[config.mk]
export PLATFORM = sky130hd
export DESIGN_NAME = sa_dcache_fsm
export DESIGN_NICKNAME = d
export VERILOG_FILES = /design/src/rtl/dcache_pkg.sv /design/src/rtl/sa_cache_lru.sv /design/src/rtl/sa_dcache_fsm.sv
export SDC_FILE = /design/constraint.sdc
export NUM_CORES = 2
export LEC_CHECK = 0
export CAP_MARGIN = 25
export CELL_PAD_IN_SITES_DETAIL_PLACEMENT = 1
export CELL_PAD_IN_SITES_GLOBAL_PLACEMENT = 1
export CORE_MARGIN = 2
export CORE_UTILIZATION = 50
export CTS_CLUSTER_DIAMETER = 150
export DETAILED_ROUTE_END_ITERATION = 10
export PLACE_DENSITY = 0.77
export SYNTH_ARGS = -nofsm -noshare
export SYNTH_HDL_FRONTEND = slang
export SYNTH_SLANG_ARGS = --single-unit
[constraint.sdc]
create_clock -name clock -period 10.7 [get_ports clock]
set_clock_uncertainty 0.1 [all_clocks]
set_input_delay 2.14 -clock clock [delete_from_list [all_inputs] [get_ports clock]]
set_output_delay 2.14 -clock clock [all_outputs]
set_load 0.02 [all_outputs]
[src/rtl/dcache_pkg.sv]
// Shared types and field-width helpers for the set-associative D-cache controller.
package dcache_pkg;

  typedef enum logic [1:0] {
    IDLE       = 2'd0,
    COMPARE    = 2'd1,
    WRITE_BACK = 2'd2,
    ALLOCATE   = 2'd3
  } state_e;

  typedef enum logic {
    REQ_CPU = 1'b0,
    REQ_SB  = 1'b1
  } req_e;

  // Tags are stored zero-extended to a fixed width so the struct needs no parameters.
  localparam int MAX_TAG_W = 32;

  typedef struct packed {
    logic                 valid;
    logic                 dirty;
    logic [MAX_TAG_W-1:0] tag;
  } tag_entry_t;

  function automatic int off_w(input int line_words);
    return $clog2(line_words) + 2;
  endfunction

  function automatic int idx_w(input int sets);
    return $clog2(sets);
  endfunction

  function automatic int tag_w(input int addr_w, input int sets, input int line_words);
    return addr_w - idx_w(sets) - off_w(line_words);
  endfunction

  // Way index width, kept at least one bit so a direct-mapped build still has a legal vector.
  function automatic int way_w(input int ways);
    return (ways > 1) ? $clog2(ways) : 1;
  endfunction

endpackage

[src/rtl/sa_cache_lru.sv]
// Per-set age-counter LRU: touched way becomes age 0, the oldest way is the victim.
module sa_cache_lru
  import dcache_pkg::*;
#(
  parameter  int SETS  = 4,
  parameter  int WAYS  = 2,
  localparam int IDX_W = idx_w(SETS),
  localparam int WAY_W = way_w(WAYS)
) (
  input  logic             clock,
  input  logic             reset,
  input  logic             touch_valid,
  input  logic [IDX_W-1:0] touch_idx,
  input  logic [WAY_W-1:0] touch_way,
  input  logic [IDX_W-1:0] victim_idx,
  output logic [WAY_W-1:0] victim_way
);

  localparam logic [WAY_W-1:0] AGE_MAX = WAY_W'(WAYS - 1);

  logic [WAY_W-1:0] age_q [SETS][WAYS];
  logic [WAY_W-1:0] age_d [SETS][WAYS];
  logic [WAY_W-1:0] best_age;

  // Age update: ways at or below the touched way's age get older (saturating), so the all-zero
  // reset state settles into a proper ordering once every way has been touched.
  always_comb begin
    age_d = age_q;
    if (touch_valid) begin
      for (int w = 0; w < WAYS; w++) begin
        if (w == int'(touch_way)) begin
          age_d[touch_idx][w] = '0;
        end else if ((age_q[touch_idx][w] <= age_q[touch_idx][touch_way]) &&
                     (age_q[touch_idx][w] != AGE_MAX)) begin
          age_d[touch_idx][w] = age_q[touch_idx][w] + 1'b1;
        end
      end
    end
  end

  // Victim is the oldest way of the set; ties go to the lowest index.
  always_comb begin
    victim_way = '0;
    best_age   = age_q[victim_idx][0];
    for (int w = 1; w < WAYS; w++) begin
      if (age_q[victim_idx][w] > best_age) begin
        best_age   = age_q[victim_idx][w];
        victim_way = WAY_W'(w);
      end
    end
  end

  // Age registers, cleared by reset.
  always_ff @(posedge clock) begin
    if (reset) begin
      for (int s = 0; s < SETS; s++) begin
        for (int w = 0; w < WAYS; w++) begin
          age_q[s][w] <= '0;
        end
      end
    end else begin
      age_q <= age_d;
    end
  end

endmodule

[src/rtl/sa_dcache_fsm.sv]
// Set-associative D-cache controller: CPU/store-buffer arbitration, write-back and line fill.
// Optional macro SA_DCACHE_PERF_CNT_EN adds saturating hit/miss/write-back counters.
module sa_dcache_fsm
  import dcache_pkg::*;
#(
  parameter  int ADDR_W     = 32,
  parameter  int SETS       = 4,
  parameter  int WAYS       = 2,
  parameter  int LINE_WORDS = 4,
  localparam int LINE_W     = 32 * LINE_WORDS
) (
  input  logic              clock,
  input  logic              reset,
  input  logic              cpu_req_valid,
  input  logic              cpu_req_rw,
  input  logic [ADDR_W-1:0] cpu_req_addr,
  output logic              cpu_res_ready,
  output logic [31:0]       cpu_res_data,
  input  logic              sb_drain_valid,
  input  logic [ADDR_W-1:0] sb_drain_addr,
  input  logic [31:0]       sb_drain_data,
  output logic              sb_drain_done,
  input  logic              force_drain,
  output logic              mem_req_valid,
  output logic              mem_req_rw,
  output logic [ADDR_W-1:0] mem_req_addr,
  output logic [LINE_W-1:0] mem_req_data,
  input  logic              mem_resp_ready,
  input  logic [LINE_W-1:0] mem_resp_data
`ifdef SA_DCACHE_PERF_CNT_EN
  ,
  output logic [31:0]       perf_hits,
  output logic [31:0]       perf_misses,
  output logic [31:0]       perf_writebacks
`endif
);

  localparam int OFF_W  = off_w(LINE_WORDS);
  localparam int IDX_W  = idx_w(SETS);
  localparam int TAG_W  = tag_w(ADDR_W, SETS, LINE_WORDS);
  localparam int WAY_W  = way_w(WAYS);
  localparam int WSEL_W = OFF_W - 2;

  state_e state_q, state_d;
  req_e   req_id_q, req_id_d;
  logic              req_rw_q, req_rw_d;
  logic [ADDR_W-1:0] req_addr_q, req_addr_d;
  logic [31:0]       req_data_q, req_data_d;
  logic [WAY_W-1:0]  victim_way_q, victim_way_d;
  logic [TAG_W-1:0]  victim_tag_q, victim_tag_d;
  logic              mem_req_valid_q, mem_req_valid_d;
  logic              mem_req_rw_q, mem_req_rw_d;
  logic [ADDR_W-1:0] mem_req_addr_q, mem_req_addr_d;
  logic [LINE_W-1:0] mem_req_data_q, mem_req_data_d;
  tag_entry_t        tags_q [SETS][WAYS];
  tag_entry_t        tags_d [SETS][WAYS];
  logic [LINE_W-1:0] data_q [SETS][WAYS];

  logic              data_we;
  logic [IDX_W-1:0]  data_idx;
  logic [WAY_W-1:0]  data_way;
  logic [LINE_W-1:0] data_line;
  logic              touch_valid;
  logic [IDX_W-1:0]  touch_idx;
  logic [WAY_W-1:0]  touch_way;
  logic [WAY_W-1:0]  lru_victim, invalid_way, victim_way;
  logic              have_invalid, victim_dirty;
  logic              req_hit, sb_hit;
  logic [WAY_W-1:0]  req_hit_way, sb_hit_way;

  logic [IDX_W-1:0]  req_idx, sb_idx;
  logic [TAG_W-1:0]  req_tag, sb_tag;
  logic [WSEL_W-1:0] req_wsel, sb_wsel;
  logic              unused_addr_bits;

  assign req_idx  = req_addr_q[OFF_W +: IDX_W];
  assign req_tag  = req_addr_q[ADDR_W-1 -: TAG_W];
  assign req_wsel = req_addr_q[2 +: WSEL_W];
  assign sb_idx   = sb_drain_addr[OFF_W +: IDX_W];
  assign sb_tag   = sb_drain_addr[ADDR_W-1 -: TAG_W];
  assign sb_wsel  = sb_drain_addr[2 +: WSEL_W];
  assign unused_addr_bits = ^req_addr_q[1:0];

  assign mem_req_valid = mem_req_valid_q;
  assign mem_req_rw    = mem_req_rw_q;
  assign mem_req_addr  = mem_req_addr_q;
  assign mem_req_data  = mem_req_data_q;

  sa_cache_lru #(
    .SETS (SETS),
    .WAYS (WAYS)
  ) u_lru (
    .clock       (clock),
    .reset       (reset),
    .touch_valid (touch_valid),
    .touch_idx   (touch_idx),
    .touch_way   (touch_way),
    .victim_idx  (req_idx),
    .victim_way  (lru_victim)
  );

  // Tag lookups: latched request for COMPARE, live drain address for the IDLE fast path.
  always_comb begin
    req_hit     = 1'b0;
    req_hit_way = '0;
    sb_hit      = 1'b0;
    sb_hit_way  = '0;
    for (int w = 0; w < WAYS; w++) begin
      if (tags_q[req_idx][w].valid && (tags_q[req_idx][w].tag == MAX_TAG_W'(req_tag))) begin
        req_hit     = 1'b1;
        req_hit_way = WAY_W'(w);
      end
      if (tags_q[sb_idx][w].valid && (tags_q[sb_idx][w].tag == MAX_TAG_W'(sb_tag))) begin
        sb_hit     = 1'b1;
        sb_hit_way = WAY_W'(w);
      end
    end
  end

  // Victim choice: lowest-index invalid way first, otherwise whatever the LRU names.
  always_comb begin
    have_invalid = 1'b0;
    invalid_way  = '0;
    for (int w = WAYS - 1; w >= 0; w--) begin
      if (!tags_q[req_idx][w].valid) begin
        have_invalid = 1'b1;
        invalid_way  = WAY_W'(w);
      end
    end
    victim_way   = have_invalid ? invalid_way : lru_victim;
    victim_dirty = tags_q[req_idx][victim_way].valid && tags_q[req_idx][victim_way].dirty;
  end

  // Next-state, completion pulses, array updates and memory request for the controller.
  always_comb begin
    state_d         = state_q;
    req_id_d        = req_id_q;
    req_rw_d        = req_rw_q;
    req_addr_d      = req_addr_q;
    req_data_d      = req_data_q;
    victim_way_d    = victim_way_q;
    victim_tag_d    = victim_tag_q;
    mem_req_valid_d = mem_req_valid_q;
    mem_req_rw_d    = mem_req_rw_q;
    mem_req_addr_d  = mem_req_addr_q;
    mem_req_data_d  = mem_req_data_q;
    tags_d          = tags_q;
    data_we         = 1'b0;
    data_idx        = req_idx;
    data_way        = req_hit_way;
    data_line       = data_q[req_idx][req_hit_way];
    touch_valid     = 1'b0;
    touch_idx       = req_idx;
    touch_way       = req_hit_way;
    cpu_res_ready   = 1'b0;
    cpu_res_data    = '0;
    sb_drain_done   = 1'b0;
    unique case (state_q)
      IDLE: begin
        if (cpu_req_valid && !force_drain) begin
          req_id_d   = REQ_CPU;
          req_rw_d   = cpu_req_rw;
          req_addr_d = cpu_req_addr;
          req_data_d = '0;
          state_d    = COMPARE;
        end else if (sb_drain_valid) begin
          if (sb_hit) begin
            data_we   = 1'b1;
            data_idx  = sb_idx;
            data_way  = sb_hit_way;
            data_line = data_q[sb_idx][sb_hit_way];
            data_line[32*int'(sb_wsel) +: 32] = sb_drain_data;
            tags_d[sb_idx][sb_hit_way].dirty = 1'b1;
            touch_valid   = 1'b1;
            touch_idx     = sb_idx;
            touch_way     = sb_hit_way;
            sb_drain_done = 1'b1;
          end else begin
            req_id_d   = REQ_SB;
            req_rw_d   = 1'b1;
            req_addr_d = sb_drain_addr;
            req_data_d = sb_drain_data;
            state_d    = COMPARE;
          end
        end
      end
      COMPARE: begin
        if (req_hit) begin
          touch_valid = 1'b1;
          state_d     = IDLE;
          if (req_id_q == REQ_CPU) begin
            cpu_res_ready = 1'b1;
            if (req_rw_q) begin
              tags_d[req_idx][req_hit_way].dirty = 1'b1;
            end else begin
              cpu_res_data = data_q[req_idx][req_hit_way][32*int'(req_wsel) +: 32];
            end
          end else begin
            data_we = 1'b1;
            data_line[32*int'(req_wsel) +: 32] = req_data_q;
            tags_d[req_idx][req_hit_way].dirty = 1'b1;
            sb_drain_done = 1'b1;
          end
        end else begin
          victim_way_d    = victim_way;
          mem_req_valid_d = 1'b1;
          if (victim_dirty) begin
            victim_tag_d   = tags_q[req_idx][victim_way].tag[TAG_W-1:0];
            mem_req_rw_d   = 1'b1;
            mem_req_addr_d = {tags_q[req_idx][victim_way].tag[TAG_W-1:0], req_idx, {OFF_W{1'b0}}};
            mem_req_data_d = data_q[req_idx][victim_way];
            state_d        = WRITE_BACK;
          end else begin
            mem_req_rw_d   = 1'b0;
            mem_req_addr_d = {req_tag, req_idx, {OFF_W{1'b0}}};
            state_d        = ALLOCATE;
          end
        end
      end
      WRITE_BACK: begin
        if (mem_resp_ready) begin
          tags_d[req_idx][victim_way_q].dirty = 1'b0;
          mem_req_rw_d   = 1'b0;
          mem_req_addr_d = {req_tag, req_idx, {OFF_W{1'b0}}};
          mem_req_data_d = '0;
          state_d        = ALLOCATE;
        end
      end
      ALLOCATE: begin
        if (mem_resp_ready) begin
          data_we   = 1'b1;
          data_way  = victim_way_q;
          data_line = mem_resp_data;
          tags_d[req_idx][victim_way_q].valid = 1'b1;
          tags_d[req_idx][victim_way_q].dirty = 1'b0;
          tags_d[req_idx][victim_way_q].tag   = MAX_TAG_W'(req_tag);
          mem_req_valid_d = 1'b0;
          mem_req_addr_d  = '0;
          state_d         = COMPARE;
        end
      end
      default: state_d = IDLE;
    endcase
    if (reset) begin
      cpu_res_ready = 1'b0;
      sb_drain_done = 1'b0;
      data_we       = 1'b0;
      touch_valid   = 1'b0;
    end
  end

  // Control state, latched request, memory request and tag array registers.
  always_ff @(posedge clock) begin
    if (reset) begin
      state_q         <= IDLE;
      req_id_q        <= REQ_CPU;
      req_rw_q        <= 1'b0;
      req_addr_q      <= '0;
      req_data_q      <= '0;
      victim_way_q    <= '0;
      victim_tag_q    <= '0;
      mem_req_valid_q <= 1'b0;
      mem_req_rw_q    <= 1'b0;
      mem_req_addr_q  <= '0;
      mem_req_data_q  <= '0;
      for (int s = 0; s < SETS; s++) begin
        for (int w = 0; w < WAYS; w++) begin
          tags_q[s][w] <= '0;
        end
      end
    end else begin
      state_q         <= state_d;
      req_id_q        <= req_id_d;
      req_rw_q        <= req_rw_d;
      req_addr_q      <= req_addr_d;
      req_data_q      <= req_data_d;
      victim_way_q    <= victim_way_d;
      victim_tag_q    <= victim_tag_d;
      mem_req_valid_q <= mem_req_valid_d;
      mem_req_rw_q    <= mem_req_rw_d;
      mem_req_addr_q  <= mem_req_addr_d;
      mem_req_data_q  <= mem_req_data_d;
      tags_q          <= tags_d;
    end
  end

  // Line data storage; contents are meaningless until the matching valid bit is set.
  always_ff @(posedge clock) begin
    if (data_we) begin
      data_q[data_idx][data_way] <= data_line;
    end
  end

`ifdef SA_DCACHE_PERF_CNT_EN
  logic [31:0] perf_hits_q, perf_hits_d;
  logic [31:0] perf_misses_q, perf_misses_d;
  logic [31:0] perf_wb_q, perf_wb_d;

  // Saturating event counters sampled on COMPARE outcomes.
  always_comb begin
    perf_hits_d   = perf_hits_q;
    perf_misses_d = perf_misses_q;
    perf_wb_d     = perf_wb_q;
    if (state_q == COMPARE) begin
      if (req_hit) begin
        if (perf_hits_q != 32'hFFFF_FFFF) perf_hits_d = perf_hits_q + 32'd1;
      end else begin
        if (perf_misses_q != 32'hFFFF_FFFF) perf_misses_d = perf_misses_q + 32'd1;
        if (victim_dirty && (perf_wb_q != 32'hFFFF_FFFF)) perf_wb_d = perf_wb_q + 32'd1;
      end
    end
  end

  // Counter registers.
  always_ff @(posedge clock) begin
    if (reset) begin
      perf_hits_q   <= '0;
      perf_misses_q <= '0;
      perf_wb_q     <= '0;
    end else begin
      perf_hits_q   <= perf_hits_d;
      perf_misses_q <= perf_misses_d;
      perf_wb_q     <= perf_wb_d;
    end
  end

  assign perf_hits       = perf_hits_q;
  assign perf_misses     = perf_misses_q;
  assign perf_writebacks = perf_wb_q;
`endif

endmodule

==> metrics.md <==
| Metric | Value |
|---|---|
| Leading area contributor after synthesis | `sky130_fd_sc_hd__edfxtp_1` |
| Pin count of the biggest net entering global routing | `172` |
| Die Y | `393 um` |
| Worst Setup Slack post-DPL | `1.83 ns` |
| Number of search-and-repair iterations in the first detailed-routing pass | `11` |
| Initial antenna violation count | `42` |
| Area of the core region | `0.150 mm2` |
| Share of the clock period used by the worst path | `0.878` |
| Worst Hold Endpoint | `mem_req_data[53]` |
| Die area | `0.154 mm2` |
| Seq/Total Area, Yosys | `0.541` |
| Count of unique library cells instantiated by Yosys | `85` |
| Worst r2r src | `req_addr_q[5]` |
| Fraction of registers with async set or reset after synthesis | `0` |
| Number of buffers created by CTS | `165` |
| Outcome | `complete, no violations` |
| Leading post-synthesis cells by cell area | `sky130_fd_sc_hd__edfxtp_1, sky130_fd_sc_hd__mux4_2, sky130_fd_sc_hd__dfxtp_1` |
| DRT antenna net count | `0` |
| Mean instance size in the synthesized netlist | `13.3 um2` |
| Power per standard cell area | `194 mW/mm2` |
| Worst-path cell chain | `buf_12, mux4_2, xnor2_1, nand4_1, nor4_2, and3_4, buf_12, nand2_1, nand2_1, o211ai_1, a21oi_1, clkdlybuf4s50_1` |
| DRC viols | `0` |
| Leak | `27.2 nW` |
| Post-layout instance area | `0.0874 mm2` |
| Global-route wire length before repair | `432000 um` |
| Total number of placement rows | `142` |
| Post-detailed-placement half-perimeter wirelength | `194000 um` |
| Unrepaired setup endpoints after global routing | `false` |
| Detailed Route Iter0 Violations | `7964` |
| Average routed wire per standard cell | `38.0 um` |
| Clock slew at reported path FFs | `0.06 ns` |
| Post-synthesis cell area | `0.0756 mm2` |
| Kind of critical path | `flip-flop to primary output` |
| Aggregate global routing overflow | `0` |
| Hold Startpoint | `mem_req_data[53]` |
| Arrival time at the worst endpoint | `7.15 ns` |
| Die width | `393 um` |
| Leading cell type in the layout, fill and taps excluded | `sky130_fd_sc_hd__edfxtp_1` |
| Count of warnings emitted by yosys | `0` |
| Placer congestion estimate | `0.951` |
| Overall routing resource usage | `0.396` |
| Number of buffer cells added on primary ports | `418` |
| Commonest cells after routing, fill and taps aside | `sky130_fd_sc_hd__edfxtp_1, sky130_fd_sc_hd__nand2_1, sky130_fd_sc_hd__mux4_2` |
| Slew at the pin with the worst max-slew slack | `1.20 ns` |
| EDFF count, synth | `1024` |
| Total number of H-tree levels | `4` |
| Timing-limited maximum frequency | `106 MHz` |
| Critical Path Start Type | `flip-flop` |
| Count of buffers added by post-CTS timing repair for setup | `0` |
| Via count of the first global-routing pass | `57800` |
| Proportion of netlist area held by the largest area contributor | `0.407` |
| CP max FO | `56` |
| TritonCTS clock tree | `built` |
| Most used flip-flop cell after synthesis | `sky130_fd_sc_hd__edfxtp_1` |
| Setup TNS Final | `0 ns` |
| Synthesized instance count | `5695` |
| Root buffer cell | `sky130_fd_sc_hd__clkbuf_16` |
| Placed instance area | `0.0816 mm2` |
| Slowest library cell on the worst path | `sky130_fd_sc_hd__a21oi_1` |
| Kind of end point of the critical path | `primary output` |
| Worst max-slew margin expressed relative to the limit | `0.199` |
| Dpl cells | `7746` |
| Fin nets | `6146` |
| Maximum capacitance violations | `0` |
| Number of instances resized during post-cts repair | `0` |
| Number of buffers on the longest clock path | `3` |
| Endpoints failing hold | `0` |
| Tightest Hold Check Type | `flip-flop to flip-flop` |
| Endpoint of the worst-slack reg-to-reg timing path | `data_q[0][126]` |
| Vias per cell | `7.09` |
| Final non-filler cell total | `8099` |
| Max-slew violation count | `0` |
| Initial Utilization | `0.504` |
| Setup-failing EPs final | `0` |
| Cells on Worst Hold Path | `2` |
| Yosys reg bits | `1531` |
| CP peak stage delay | `0.83 ns` |
| Period minus WS final | `9.39 ns` |
| Wirelength, routed | `307000 um` |
| Total number of clock tree sinks | `1531` |
| Setup slack on the worst flop-to-flop path | `3.87 ns` |
| Share of final-layout standard cells stronger than drive strength 1 | `0.182` |
| Worst supply voltage drop on vdd | `0.000189 V` |
| Top-level I/O count | `427` |
| Total number of vias | `57400` |
| Clock network latency to the later pin of the worst-skew pair | `0.83 ns` |
| Area added between synthesis and finish | `15.6%` |
| Worst EP required | `8.46 ns` |
| Depth of the most critical reg-to-reg path | `12` |
| Worst-case setup margin in the final layout | `1.31 ns` |
| Hold-fix buffers, CTS | `0` |
-- critical path: cells and delay by family (launching register included) --
family | cells | cell delay, ns
flip-flops | 1 | 0.67
AO/OA/AOI/OAI | 2 | 1.01
AND/OR/NAND/NOR | 5 | 1.89
XOR/XNOR | 1 | 0.35
buffers and inverters | 3 | 1.59
multiplexers | 1 | 0.64
-- through the flow --
step           hold slack [ns]  power, mW   util
6_report                 0.351       17.0  0.583
5_1_grt                  0.375       17.4  0.582
4_1_cts                  0.356       16.9  0.582
3_5_place_dp             0.344       10.9  0.544
3_3_place_gp             0.339       10.8  0.543
2_1_floorplan            0.330       9.36      -
-- synthesized netlist by cell type (93+ instances only) --
cell,number
sky130_fd_sc_hd__dfxtp_1,507
sky130_fd_sc_hd__mux2i_1,364
sky130_fd_sc_hd__clkbuf_1,352
sky130_fd_sc_hd__edfxtp_1,1024
sky130_fd_sc_hd__nor2_1,121
sky130_fd_sc_hd__o21ai_1,93
sky130_fd_sc_hd__a21oi_1,208
sky130_fd_sc_hd__o21ai_0,249
sky130_fd_sc_hd__nand2_1,950
sky130_fd_sc_hd__xnor2_1,97
sky130_fd_sc_hd__or3_1,132
sky130_fd_sc_hd__mux4_2,609
-- layout make-up --
class | count | area [um2]
Clock inverter | 76 | 970
Antenna cell | 40 | 100
Inverter | 22 | 82.6
Clock buffer | 233 | 4670
Fill cell | 14400 | 62600
Multi-Input combinational cell | 3633 | 32600
Sequential cell | 1531 | 40900
Timing Repair Buffer | 548 | 5540
Tap cell | 2016 | 2520
-- power breakdown --
part | switching [mW] | internal (mW)
logic | 2.49 | 1.31
clock network | 2.49 | 3.54
registers | 0.292 | 6.84
total | 5.28 | 11.7
-- state kept, by name, summed over array words and instances, names as in the netlist, named ones only --
name           count
data_q          1024
req_rw_q           1
mem_req_addr      28
mem_req_valid      1
state_q            2
req_data_q        32
u_lru.age_q        8
req_addr_q        30
mem_req_rw         1
tags_q           272
victim_way_q       1
mem_req_data     128
req_id_q           1
-- layer usage --
metal,vias up,part of all wire,global-route usage
li1,22700,-,-
met1,29300,0.34,0.484
met2,4419,0.45,0.594
met3,1032,0.13,0.122
met4,18,0.086,0.294
met5,-,0.00039,0
-- cell families (layout without fill, tap and decap cells) --
group                    Yosys count  after routing  share of synthesized area
XOR/XNOR                         107            107                     0.0124
AO/OA/AOI/OAI                   1093           1093                     0.0974
other                              1             44                  0.0000496
flip-flops                      1531           1531                      0.541
multiplexers                     990            990                      0.232
AND/OR/NAND/NOR                 1425           1425                     0.0835
buffers and inverters            534            879                     0.0314
adder cells (fa/ha/maj)           14             14                    0.00232
-- worst max path at each step --
stage | from | end | depth (start not counted)
6_report | req_addr_q[5] | cpu_res_data[26] | 12
5_1_grt | req_addr_q[5] | cpu_res_data[26] | 12
3_5_place_dp | sb_drain_addr[5] | sb_drain_done | 10
2_1_floorplan | sb_drain_addr[5] | data_q[3][0] | 11
3_3_place_gp | sb_drain_addr[5] | sb_drain_done | 10
4_1_cts | req_addr_q[5] | cpu_res_data[10] | 12
Note: power is estimated with default switching activity, not from simulation.
